===== config.mk =====
export PLATFORM = sky130hd
export DESIGN_NAME = seq_chunk_adder
export DESIGN_NICKNAME = d
export VERILOG_FILES = /design/src/rtl/seq_chunk_adder_pkg.sv /design/src/rtl/seq_chunk_adder_chunk_ripple_adder.sv /design/src/rtl/seq_chunk_adder.sv
export SDC_FILE = /design/constraint.sdc
export NUM_CORES = 1
export LEC_CHECK = 0
export CORE_MARGIN = 3
export CORE_UTILIZATION = 28
export DETAILED_ROUTE_END_ITERATION = 10
export MAX_ROUTING_LAYER = met4
export PLACE_DENSITY_LB_ADDON = 0.05
export SYNTH_ARGS = -nofsm -noshare
export SYNTH_HDL_FRONTEND = slang
export SYNTH_SLANG_ARGS = --single-unit

===== constraint.sdc =====
create_clock -name clk -period 9.2 [get_ports clk]
set_clock_uncertainty 0.2 [all_clocks]
set_input_delay 1.38 -clock clk [delete_from_list [all_inputs] [get_ports clk]]
set_output_delay 1.38 -clock clk [all_outputs]
set_load 0.005 [all_outputs]

===== src/rtl/seq_chunk_adder_pkg.sv =====
// Shared definitions for the multi-cycle chunked adder/subtractor:
// FSM state encoding and helpers that size the chunk index.
package seq_chunk_adder_pkg;

  typedef enum logic [1:0] {
    IDLE = 2'd0,
    RUN  = 2'd1,
    DONE = 2'd2
  } state_t;

  // Number of CHUNK-bit slices needed to cover a WIDTH-bit operand.
  function automatic int nchunk_of(input int width, input int chunk);
    return width / chunk;
  endfunction

  // Index register width; at least one bit even for a single chunk.
  function automatic int idx_width(input int n);
    int w;
    w = 1;
    for (int i = 1; i < 32; i++) begin
      if ((1 << w) < n) w = i + 1;
    end
    return w;
  endfunction

endpackage


===== src/rtl/seq_chunk_adder_chunk_ripple_adder.sv =====
// Combinational CHUNK-bit ripple-carry slice. Also exposes the carry into
// the top bit so the caller can derive signed overflow on the last slice.
module chunk_ripple_adder #(
  parameter int CHUNK = 8
) (
  input  logic [CHUNK-1:0] a,
  input  logic [CHUNK-1:0] b,
  input  logic             c_in,
  output logic [CHUNK-1:0] sum,
  output logic             c_out,
  output logic             c_msb
);

  logic [CHUNK:0] carry;

  assign carry[0] = c_in;

  for (genvar gi = 0; gi < CHUNK; gi++) begin : g_fa
    assign sum[gi]       = a[gi] ^ b[gi] ^ carry[gi];
    assign carry[gi + 1] = (a[gi] & b[gi]) | (carry[gi] & (a[gi] ^ b[gi]));
  end

  assign c_out = carry[CHUNK];
  assign c_msb = carry[CHUNK-1];

endmodule


===== src/rtl/seq_chunk_adder.sv =====
// Multi-cycle WIDTH-bit adder/subtractor that reuses one CHUNK-bit ripple
// slice over WIDTH/CHUNK cycles, with the inter-slice carry kept in a flop.
module seq_chunk_adder
  import seq_chunk_adder_pkg::*;
#(
  parameter int WIDTH = 32,
  parameter int CHUNK = 8
) (
  input  logic             clk,
  input  logic             rst_n,
  input  logic             in_valid,
  output logic             in_ready,
  input  logic [WIDTH-1:0] a,
  input  logic [WIDTH-1:0] b,
  input  logic             c_in,
  input  logic             sub,
  output logic             out_valid,
  input  logic             out_ready,
  output logic [WIDTH-1:0] sum,
  output logic             c_out,
  output logic             ovf
);

  localparam int NCHUNK = nchunk_of(WIDTH, CHUNK);
  localparam int IDX_W  = idx_width(NCHUNK);
  localparam logic [IDX_W-1:0] LAST_IDX = IDX_W'(NCHUNK - 1);

  if ((CHUNK < 1) || (CHUNK > WIDTH) || ((WIDTH % CHUNK) != 0)) begin : g_bad_params
    $error("seq_chunk_adder: WIDTH must be a positive multiple of CHUNK");
  end

  state_t           state_reg, state_next;
  logic [WIDTH-1:0] a_reg, b_reg, sum_reg, sum_next;
  logic             carry_reg;
  logic [IDX_W-1:0] idx_reg;
  logic             c_out_reg, ovf_reg;
  logic             accept;

  logic [CHUNK-1:0] a_slice [NCHUNK];
  logic [CHUNK-1:0] b_slice [NCHUNK];
  logic [CHUNK-1:0] slice_sum;
  logic             slice_c_out, slice_c_msb;

  // Split the captured operands into selectable slices.
  for (genvar gi = 0; gi < NCHUNK; gi++) begin : g_slice
    assign a_slice[gi] = a_reg[gi*CHUNK +: CHUNK];
    assign b_slice[gi] = b_reg[gi*CHUNK +: CHUNK];
  end

  chunk_ripple_adder #(.CHUNK(CHUNK)) u_slice (
    .a     (a_slice[idx_reg]),
    .b     (b_slice[idx_reg]),
    .c_in  (carry_reg),
    .sum   (slice_sum),
    .c_out (slice_c_out),
    .c_msb (slice_c_msb)
  );

  assign accept = (state_reg == IDLE) && in_valid;

  // State register.
  always_ff @(posedge clk or negedge rst_n) begin
    if (!rst_n) state_reg <= IDLE;
    else        state_reg <= state_next;
  end

  // Next-state and handshake decode.
  always_comb begin
    state_next = state_reg;
    in_ready   = 1'b0;
    out_valid  = 1'b0;
    unique case (state_reg)
      IDLE: begin
        in_ready = 1'b1;
        if (in_valid) state_next = RUN;
      end
      RUN: begin
        if (idx_reg == LAST_IDX) state_next = DONE;
      end
      DONE: begin
        out_valid = 1'b1;
        if (out_ready) state_next = IDLE;
      end
      default: state_next = IDLE;
    endcase
  end

  // Result word: cleared at accept, one slice written per RUN cycle.
  always_comb begin
    sum_next = sum_reg;
    if (accept) begin
      sum_next = '0;
    end else if (state_reg == RUN) begin
      for (int i = 0; i < NCHUNK; i++) begin
        if (idx_reg == IDX_W'(i)) sum_next[i*CHUNK +: CHUNK] = slice_sum;
      end
    end
  end

  // Operand capture, carry chaining across cycles and final flag latch.
  always_ff @(posedge clk or negedge rst_n) begin
    if (!rst_n) begin
      a_reg     <= '0;
      b_reg     <= '0;
      sum_reg   <= '0;
      carry_reg <= 1'b0;
      idx_reg   <= '0;
      c_out_reg <= 1'b0;
      ovf_reg   <= 1'b0;
    end else begin
      sum_reg <= sum_next;
      if (accept) begin
        a_reg     <= a;
        b_reg     <= sub ? ~b : b;
        carry_reg <= sub ? 1'b1 : c_in;
        idx_reg   <= '0;
      end else if (state_reg == RUN) begin
        carry_reg <= slice_c_out;
        idx_reg   <= idx_reg + 1'b1;
        if (idx_reg == LAST_IDX) begin
          // Last slice holds the word MSB, so its carries give the full-width flags.
          c_out_reg <= slice_c_out;
          ovf_reg   <= slice_c_out ^ slice_c_msb;
          idx_reg   <= '0;
        end
      end
    end
  end

  assign sum   = sum_reg;
  assign c_out = c_out_reg;
  assign ovf   = ovf_reg;

endmodule


Word-level counts from Yosys, hierarchy flattened. Index checks and enable logic that the tools add are counted.

$add $sub $neg: 1. Magnitude comparators: 1. Equal/unequal tests: 8. Mux-type cells: 25. Bitwise logic cells: 44. Reduce and logical (&&, ||, !) cells: 14.

Operator list (count): 32-bit 2-to-1 mux (3); 8-bit 2-to-1 mux (8); 8-bit binary-select mux with 2-bit select (2); 32-bit NOT (1); 1-bit XOR (17); 1-bit bitwise AND (16); 2-bit 2-to-1 mux (6); 2-bit nonzero test (5); 1-bit bitwise OR (8); 2-bit AND reduction (4); 2-bit == test (second input constant) (3); 2-bit != test (second input constant) (3); 2-bit case mux with 3 select lines (1); 3-bit AND reduction (2); 1-bit 2-to-1 mux (5); 2-bit by 1-bit == test with 1-bit output (second input constant) (2); 2-bit zero test (2); 3-bit >= comparator (second input constant) (1); 2-bit NOT with 3-bit output (1); 2-bit by 1-bit adder with 2-bit output (second input constant) (1); 1-bit logical AND (1); 1-bit NOT (1).

Flip-flop bits (word level): 103. Input bits: 70. Output and inout bits: 36. Logic and storage cells: 104.

Depth between registers and ports, before layout.
Word-level depth: 23. Gate-level depth with buffers: 17. Gate-level depth less buffers: 16.

By module. A second synthesis with hierarchy kept.

Cells, all modules: 427. Area, all modules: 4971.0 um2.

Modules (own cells, without submodules): seq_chunk_adder (times used 1, cells each 409, area an instance 4773.3 um2, seq. area each 2577.5 um2); chunk_ripple_adder (times used 1, cells each 18, area an instance 197.7 um2, seq. area each 0.0 um2).

Least setup slack after synthesis. Ideal clock, no wire load.

Path type: reg2reg. From: reg idx_reg[0]. To: reg sum_reg[15], in the netlist sum[15]. Library setup time: 77 ps. Data arrival time: 4205 ps. Data required time: 8923 ps. Setup slack: 4717 ps. Cell stages (with the launch flop): 18. Path buffers: 1. Period minus slack after synthesis: 4483 ps. Cells stage by stage: dfrtp_1 buf_4 mux4_2 inv_1 fa_1 fa_1 fa_1 fa_1 inv_1 fa_1 inv_1 fa_1 inv_1 fa_1 inv_1 fa_1 or2_2 a21oi_1.

Word-level cells in the longest chain between the ends: 23. Elaborated cells on any way between the ends: 43. Those cells by class: eq/ne (1); mux (9); bitwise (31); reduce/logical (2).

Ends and longest elaborated chain: start, declared (line seq_chunk_adder.sv:35) `logic [IDX_W-1:0] idx_reg;`; start signal, assigned (line seq_chunk_adder.sv:119) `idx_reg <= idx_reg + 1'b1;`; 2-bit NOT with 3-bit output (implied by the code) (line seq_chunk_adder.sv:51, seq_chunk_adder.sv:52); 8-bit binary-select mux with 2-bit select (on tied branches) (line seq_chunk_adder.sv:51, seq_chunk_adder.sv:52); 8-bit 2-to-1 mux (on tied branches) (2 in a row) (line seq_chunk_adder.sv:51, seq_chunk_adder.sv:52); 1-bit XOR (line seq_chunk_adder_chunk_ripple_adder.sv:20) `assign carry[gi + 1] = (a[gi] & b[gi]) | (carry[gi] & (a[gi] ^ b[gi]));`; 1-bit bitwise AND (line seq_chunk_adder_chunk_ripple_adder.sv:20); 1-bit bitwise OR (line seq_chunk_adder_chunk_ripple_adder.sv:20); 1-bit bitwise AND (line seq_chunk_adder_chunk_ripple_adder.sv:20); 1-bit bitwise OR (line seq_chunk_adder_chunk_ripple_adder.sv:20); (+6 left out); 1-bit bitwise AND (line seq_chunk_adder_chunk_ripple_adder.sv:20); 1-bit bitwise OR (line seq_chunk_adder_chunk_ripple_adder.sv:20); 1-bit bitwise AND (line seq_chunk_adder_chunk_ripple_adder.sv:20); 1-bit bitwise OR (line seq_chunk_adder_chunk_ripple_adder.sv:20); 1-bit XOR (line seq_chunk_adder_chunk_ripple_adder.sv:19) `assign sum[gi] = a[gi] ^ b[gi] ^ carry[gi];`; 8-bit 2-to-1 mux (line seq_chunk_adder.sv:95) `if (idx_reg == IDX_W'(i)) sum_next[i*CHUNK +: CHUNK] = slice_sum;`; 32-bit 2-to-1 mux (line seq_chunk_adder.sv:93) `end else if (state_reg == RUN) begin`; 32-bit 2-to-1 mux (line seq_chunk_adder.sv:91) `if (accept) begin`; end signal, assigned (line seq_chunk_adder.sv:111) `sum_reg <= sum_next;`; end, declared (line seq_chunk_adder.sv:33) `logic [WIDTH-1:0] a_reg, b_reg, sum_reg, sum_next;`.

Parallel ways exist; a longest one is shown, timed or not. The select of a mux whose other input is x is not followed. A chain may end at the register's enable or synchronous reset.

Worst setup path in the final report.
From: reg idx_reg[0]. To: reg sum_reg[31], in the netlist sum[31].

The elaborated chain is that of the path after synthesis.

==> impl_metrics.yaml <==
cts:
  clockBufferDepth: 2
  cts_tree: "built"
  root_buffer: "clkbuf_16"
  path_clk_slew_ns: 0.07
  cts.repair.resized: 0
  cts.sinks: 103
  post-cts-setup-buffers: 0
  hold_buffers: 0
  numCtsBuffers: 9
  clk_latency_ns: 0.34
  htree_levels: 3
setup_path:
  start_kind: "register"
  crit_arrival_ns: 4.94
  rr_worst_depth: 17
  critical_path_required_ns: 9.27
  r2r-start: "idx_reg[0]"
  crit_start: "idx_reg[0]"
  reg2reg_to: "sum[31]"
  path_max_fanout: 15
  rrSetupSlack_ns: 4.33
  path_class: "register to register"
  worstSetupEndpointType: "register"
yosys:
  syn_avg_cell_area_um2: 11.8
  synth_xor_area_share_pct: 5.88
  synth_warnings: 0
  synthAdderAreaFrac_pct: 4.27
  syn_inst: 418
  synth.distinct_cells: 24
  synth_compound_area_share_pct: 6.66
  synth-simple-area-share_pct: 9.77
  seq_area_frac_synth_pct: 52.4
  synth-seq-cells: 103
  synth_top_family_by_area: "multiplexers"
  syn-cell-area_mm2: 0.00492
  muxShareOfSynthArea_pct: 16.3
  syn_nets: 500
placement:
  hpwl_um: 8400
  numPortBuffers: 105
  place_inst: 721
  routabilityCongestion: 0.705
die:
  fp.dieH_um: 139
  die_w_um: 139
  dieArea_mm2: 0.0192
  core.rowCount: 47
  start_util_pct: 29.1
  io_pins: 106
  design.core.area_mm2: 0.0169
timing:
  final.min_clock_period_ns: 4.87
  fin_tns_setup_ns: 0
  max_slew_margin_pct: 43.1
  post-route-period-util_pct: 53.0
  tightest_slew_ns: 0.853
  whs_ns: 0.293
  setup_violations: 0
  final_max_slew_viol_count: 0
  clock.fmax_ghz: 0.205
  rsz0062_at_grt: "false"
  hold_violations: 0
routing:
  ant_nets: 0
  vias: 3275
  wirelength_um: 11600
  avgViaCountPerCell: 4.44
  drt_iter0_drc: 154
  drc: 0
  wire_per_inst_um: 15.8
  firstDrtPassIters: 4
global_routing:
  grt_pass1_vias: 3446
  antenna_found_initial: 0
  grt.total_usage_pct: 12.8
  grt_max_degree: 70
  grt_remaining_overflow: 0
  grt_pass1_wl_um: 18900
worst_hold_path:
  hold_path_depth: 2
  hp-class: "register to register"
  hold_start: "c_out"
  hold_path_end: "c_out"
layout:
  fill_cells: 1654
  syn_to_final_growth_pct: 30.7
  fin_nets: 594
  n_antenna_cell: 0
  final_layout_size_suffix_gt1_share_pct: 18.0
  finalNonFillerCells: 737
  postLayoutCoreUtil_pct: 38.1
flow_run:
  maxCapViolCount: 0
status:
  status: "completed"
power:
  cellLeakagePower_nw: 2.66
  peakVddDrop_mv: 0.199
  powerDensity_mw_per_mm2: 373
metal layers:
metal  part of all wire, %  routed length [um]  track usage (%)  vias to the layer above
li1                      -                   -                -                     1580
met1                    48                5640             17.2                     1607
met2                    46                5330             19.1                       81
met3                   4.8                 556             4.17                        7
met4                   1.0                 116             2.50                        0
met5                     0                   0                -                        -
per-stage QoR:
step	worst slack [ns]	total power (W)	area (um^2)
6_report	4.33	0.00240	6430
5_1_grt	4.04	0.00259	6430
2_1_floorplan	4.72	0.00156	4920
3_3_place_gp	4.36	0.00202	6120
3_5_place_dp	4.31	0.00204	6120
4_1_cts	4.29	0.00245	6430
cells in the final DEF (no fill, tap or decap), drive strengths merged, types with 2 or more instances in the layout:
cell type        n
a21oi           57
buf              7
bufinv           2
clkbuf          12
clkdlybuf4s50  103
clkinv           2
dfrtp          103
fa               8
ha               4
inv             21
mux2            32
mux2i            8
mux4            16
nand2           29
nand2b           2
nand3b           4
nor2            41
o21ai            4
or2             24
xnor2           32
worst max-delay path, cell delays in order (launching register included):
cell	delay (ns)
dfrtp_1	0.46
buf_4	0.36
mux4_2	0.29
inv_1	0.05
fa_1	0.40
fa_1	0.39
fa_1	0.40
fa_1	0.36
inv_1	0.07
fa_1	0.16
inv_1	0.05
fa_1	0.36
inv_1	0.08
fa_1	0.20
inv_1	0.06
fa_1	0.47
or2_2	0.31
a21oi_1	0.12
power breakdown:
part           total [W]  leakage [nW]  switching (W)  internal, W
Combinational    0.00121          1.27       0.000606     0.000604
Sequential      0.000783          1.24       0.000121     0.000662
Clock           0.000403         0.151       0.000165     0.000238
Total            0.00240          2.66       0.000892      0.00150
how the worst max path moves through the flow:
stage / slack (ns) / depth (start not counted) / endpoint
6_report: 4.33 / 17 / sum[31]
3_5_place_dp: 4.31 / 17 / sum[31]
2_1_floorplan: 4.72 / 17 / sum[15]
4_1_cts: 4.29 / 17 / sum[31]
3_3_place_gp: 4.36 / 17 / sum[31]
5_1_grt: 4.04 / 17 / sum[31]
logic make-up (layout without fill, tap and decap cells):
kind of cell | count (synthesis) | after routing
flops | 103 | 103
simple gates | 102 | 102
compound gates | 64 | 64
mux | 56 | 56
buf+inv | 48 | 147
xor+xnor | 33 | 33
fa+ha+maj | 12 | 12
synth_stat cells (all sizes together):
| library cell | count | area, um^2 |
|---|---|---|
| xnor2 | 32 | 280 |
| nor3b | 1 | 18.8 |
| ha | 4 | 50.1 |
| nor2 | 41 | 154 |
| nand3b | 4 | 30.0 |
| o221ai | 1 | 8.76 |
| buf | 27 | 154 |
| or2 | 24 | 150 |
| dfrtp | 103 | 2580 |
| xor2 | 1 | 8.76 |
| o21bai | 1 | 7.51 |
| mux2i | 8 | 80.1 |
| a21oi | 57 | 285 |
| nand2b | 2 | 12.5 |
| nand2 | 29 | 109 |
| o22ai | 1 | 6.26 |
| inv | 21 | 78.8 |
| mux2 | 32 | 360 |
| o21ai | 4 | 20.0 |
| mux4 | 16 | 360 |
| fa | 8 | 160 |
| or3 | 1 | 6.26 |
layout make-up:
cell class / count / area [um^2] / area share, %
Sequential cell: 103 / 2580 / 40.1
Tap cell: 220 / 275 / 4.28
Clock inverter: 4 / 70.1 / 1.09
Inverter: 21 / 78.8 / 1.23
Clock buffer: 12 / 236 / 3.68
Multi-Input combinational cell: 267 / 2110 / 32.8
Timing Repair Buffer: 110 / 1080 / 16.8
Note: power is estimated with default switching activity, not from simulation.
